File: config.mk
export PLATFORM = sky130hd
export DESIGN_NAME = pipe_skid_reg
export DESIGN_NICKNAME = d
export VERILOG_FILES = /design/src/rtl/pipe_skid_reg.sv
export SDC_FILE = /design/constraint.sdc
export NUM_CORES = 1
export LEC_CHECK = 0
export ABC_AREA = 1
export CAP_MARGIN = 20
export CORE_ASPECT_RATIO = 1.25
export CORE_MARGIN = 2
export CORE_UTILIZATION = 45
export CTS_BUF_LIST = sky130_fd_sc_hd__clkbuf_16
export CTS_CLUSTER_SIZE = 20
export DETAILED_ROUTE_END_ITERATION = 8
export GPL_ROUTABILITY_DRIVEN = 0
export PLACE_DENSITY_LB_ADDON = 0.2
export RECOVER_POWER = 50
export SLEW_MARGIN = 15
export SYNTH_ARGS = -nofsm -noshare
export SYNTH_HDL_FRONTEND = slang
export SYNTH_SLANG_ARGS = --single-unit
File: constraint.sdc
create_clock -name clk -period 2.45 [get_ports clk]
set_input_delay 0.49 -clock clk [delete_from_list [all_inputs] [get_ports clk]]
set_output_delay 0.49 -clock clk [all_outputs]
set_load 0.02 [all_outputs]
File: src/rtl/pipe_skid_reg.sv
// pipe_skid_reg: handshaked pipeline register with a one-entry skid buffer
// and a synchronous flush. in_ready, out_valid and count are decoded from the
// state register only, so no input has a combinational path to an output.
module pipe_skid_reg #(
   parameter int unsigned WIDTH = 32
) (
   input  logic             clk,
   input  logic             rst,
   input  logic             flush,
   input  logic             in_valid,
   output logic             in_ready,
   input  logic [WIDTH-1:0] in_data,
   output logic             out_valid,
   input  logic             out_ready,
   output logic [WIDTH-1:0] out_data,
   output logic [1:0]       count
);

   typedef enum logic [1:0] {
      EMPTY = 2'd0,
      ONE   = 2'd1,
      FULL  = 2'd2
   } state_t;

   state_t           state;
   state_t           state_nxt;
   logic [WIDTH-1:0] skid;
   logic             in_fire;
   logic             out_fire;
   logic             load_main_in;
   logic             load_main_skid;
   logic             load_skid;

   assign in_ready  = (state != FULL);
   assign out_valid = (state != EMPTY);
   assign count     = state;

   assign in_fire  = in_valid & in_ready;
   assign out_fire = out_valid & out_ready;

   // Next-state and register-load decode; flush overrides every transition
   always_comb begin
      state_nxt      = state;
      load_main_in   = 1'b0;
      load_main_skid = 1'b0;
      load_skid      = 1'b0;
      unique case (state)
         EMPTY: begin
            if (in_fire) begin
               load_main_in = 1'b1;
               state_nxt    = ONE;
            end
         end
         ONE: begin
            if (in_fire && out_fire) begin
               load_main_in = 1'b1;
            end else if (in_fire) begin
               load_skid = 1'b1;
               state_nxt = FULL;
            end else if (out_fire) begin
               state_nxt = EMPTY;
            end
         end
         FULL: begin
            if (out_fire) begin
               load_main_skid = 1'b1;
               state_nxt      = ONE;
            end
         end
         default: state_nxt = EMPTY;
      endcase
      if (flush) begin
         state_nxt      = EMPTY;
         load_main_in   = 1'b0;
         load_main_skid = 1'b0;
         load_skid      = 1'b0;
      end
   end

   // State register
   always_ff @(posedge clk or posedge rst) begin
      if (rst) begin
         state <= EMPTY;
      end else begin
         state <= state_nxt;
      end
   end

   // Main and skid data registers; they only change on a fill or a skid move
   always_ff @(posedge clk or posedge rst) begin
      if (rst) begin
         out_data <= '0;
         skid     <= '0;
      end else begin
         if (load_main_in) begin
            out_data <= in_data;
         end else if (load_main_skid) begin
            out_data <= skid;
         end
         if (load_skid) begin
            skid <= in_data;
         end
      end
   end

endmodule

==> summary.md <==
| Metric | Value |
|---|---|
| Syn Inst Count | 338 |
| Worst-margin pin slew | 1.59 ns |
| IO Pins | 73 |
| Antenna-violating nets left | 0 |
| Power share of the combinational group | 25.2% |
| Fin util | 63.5% |
| Type of the worst min-delay path | reg2reg |
| FF-to-FF path depth | 4 |
| Initial Utilization | 46.9% |
| Worst-path maximum fanout | 8 |
| Hold bufs inserted after CTS | 0 |
| Layout cells sized above 1 | 7.67% |
| Reg power frac | 41.8% |
| Clock Sink Count | 66 |
| Synth area leaders | dfrtp_1, nand2_1, o21ai_2, nand3_1, inv_1 |
| Switching power | 1.15 mW |
| Critical R2R Launch | count[0]$_DFFE_PP0P_ |
| Largest net degree at the start of global routing | 67 |
| P_int | 2.82 mW |
| Worst setup SP type | flip-flop |
| Synthesized area per cell | 8.62 µm² |
| Leading area contributor after synthesis | dfrtp_1 |
| Mapped Area | 2910 µm² |
| Synth warn | 0 |
| Fin. Hold Viols | 0 |
| DRT Wirelength | 5.86 mm |
| Clock Tree Buf Depth | 2 |
| Leakage | 1.97 nW |
| Final setup fails | 0 |
| Drt drc | 0 |
| All-Layer GR Usage | 17.9% |
| Period minus WS final | 2.05 ns |
| Initial antenna violation count | 0 |
| Initial DRC count | 179 |
| Post-synthesis sequential area ratio | 56.7% |
| Worst-path clk slew | 0.05 ns |
| Fillers | 549 |
| H-tree Lvls | 3 |
| Max Fclk | 487 MHz |
| Vias in the first global route | 2256 |
| WP data required | 1.96 ns |
| Max-slew headroom | -6.21% |
| First-pass GRT wire length | 10.1 mm |
| CTS tree | done |
| Cts bufs inserted | 9 |
| # rows | 32 |
| Number of synthesized register bits | 66 |
| Hold Crit Depth | 2 |
| Port bufs | 72 |
| Sum Neg Setup Slack | 0 ns |
| Total congestion overflow | 0 |
| P&R area growth vs syn | 35.4% |
| Most frequent cells in the layout | nand2_1, clkdlybuf4s50_1, dfrtp_1 |
| Die height | 94.0 µm |
| Clock Power Share | 33.1% |
| Worst skew pair latency | 0.32 ns |
| Hold wc startpoint | out_data[14]$_DFFE_PP0P_ |
| Power Dens Cells | 1010 nW/µm² |
| CP Data Arrival Time | 1.56 ns |
| Post_cts resized | 0 |
| Failing checks | capacitance limit, slew limit |
| Max cap viols | 1 |
| Reg2reg end | skid[27]$_DFFE_PP0P_ |
| Wire length per cell | 11.7 µm |
| Fin nets | 449 |
| Die X | 76.0 µm |
| Max IR drop VDD | 0.000495 V |
| Via density | 4.61 |
| Antenna cells | 0 |
| Setup crit start | count[0]$_DFFE_PP0P_ |
| Min-Delay Endpoint | out_data[14]$_DFFE_PP0P_ |
| Initial DRT Pass Iterations | 4 |
| Via count | 2314 |
| CTS Root Cell | clkbuf_16 |
| RSZ-0062 raised after global routing | false |
| CP endpoint kind | output pin |
| Most common cell after layout, fill and taps aside | nand2_1 |
| Crit Path Category | reg2out |
| Minimum hold slack | 0.475 ns |
| HPWL after DPL | 3.83 mm |
| Total core area | 6210 µm² |
| Tot Pwr | 3.97 mW |
| Slew Limit Fails | 67 |
| Yosys top cell area share | 56.7% |
| R2R setup slack | 0.68 ns |
| Fin crit share | 83.8% |
| Distinct cell type count after synthesis | 12 |
| Final Skew | 0.00458 ns |
| Net Count, Synth | 375 |
| Setup Fix Bufs, Post-CTS | 0 |
| Status | finished, violations left |
| Die ar. | 7140 µm² |
| Switching share of power | 29.1% |
-- sequential cells by signal, summed over array words and instances (netlist names) --
register and count:
out_data 32, skid 32, count 2
-- worst max path at each step --
stage | to | cells after the start
3_5_place_dp | out_data[1]$_DFFE_PP0P_ | 9
2_1_floorplan | count[0]$_DFFE_PP0P_ | 1
6_report | in_ready | 3
5_1_grt | skid[26]$_DFFE_PP0P_ | 3
4_1_cts | out_valid | 3
3_3_place_gp | out_data[27]$_DFFE_PP0P_ | 9
-- synthesized netlist by cell type (all sizes together) --
cell	count
nand2	140
o21ai	33
nand4	2
dfrtp	66
clkbuf	1
nor2	5
buf	15
inv	41
nand3	35
-- stage by stage --
step	cells	setup slack (ns)	cell area (µm²)
final	502	0.397	3940
after detailed placement	486	0.456	3710
after global placement	486	0.559	3710
after floorplan	338	0.305	2910
after global routing	502	0.106	3940
after CTS	502	0.270	4020
-- power by group through the flow --
stage	registers [mW]	clock network (mW)	logic [mW]
5_1_grt	1.70	1.39	1.11
6_report	1.66	1.31	0.999
3_3_place_gp	1.66	0	1.04
3_5_place_dp	1.67	0	1.07
4_1_cts	1.66	1.34	1.07
2_1_floorplan	1.80	0	0.477
-- layer usage --
metal	vias to the layer above	part of all wire (%)	global-route usage (%)
li1	1194	-	-
met1	1065	44	21.5
met2	53	51	30.5
met3	2	5.0	4.62
met4	0	0.51	7.73
met5	-	0	0
-- worst max-delay path: stages, from the launching register on --
cell	delay [ns]
dfrtp_1	0.46
inv_1	0.09
nand2_1	0.08
clkdlybuf4s50_1	0.61
-- final cells by class --
type | count | area, µm² | area share (%)
multi-input cells | 215 | 942 | 23.9
inverters | 41 | 154 | 3.90
clock buffers | 9 | 225 | 5.71
well taps | 85 | 106 | 2.70
repair buffers | 79 | 779 | 19.8
flip-flops and latches | 66 | 1650 | 41.9
clock inverters | 7 | 85.1 | 2.16
-- logic make-up (layout without fill, tap and decap cells) --
logic type | after synthesis | after routing | share of synthesized area, %
simple gates | 182 | 182 | 25.2
buf+inv | 57 | 136 | 9.32
compound gates | 33 | 33 | 8.76
flops | 66 | 66 | 56.7
No activity file was read; power rests on OpenSTA's default activity.
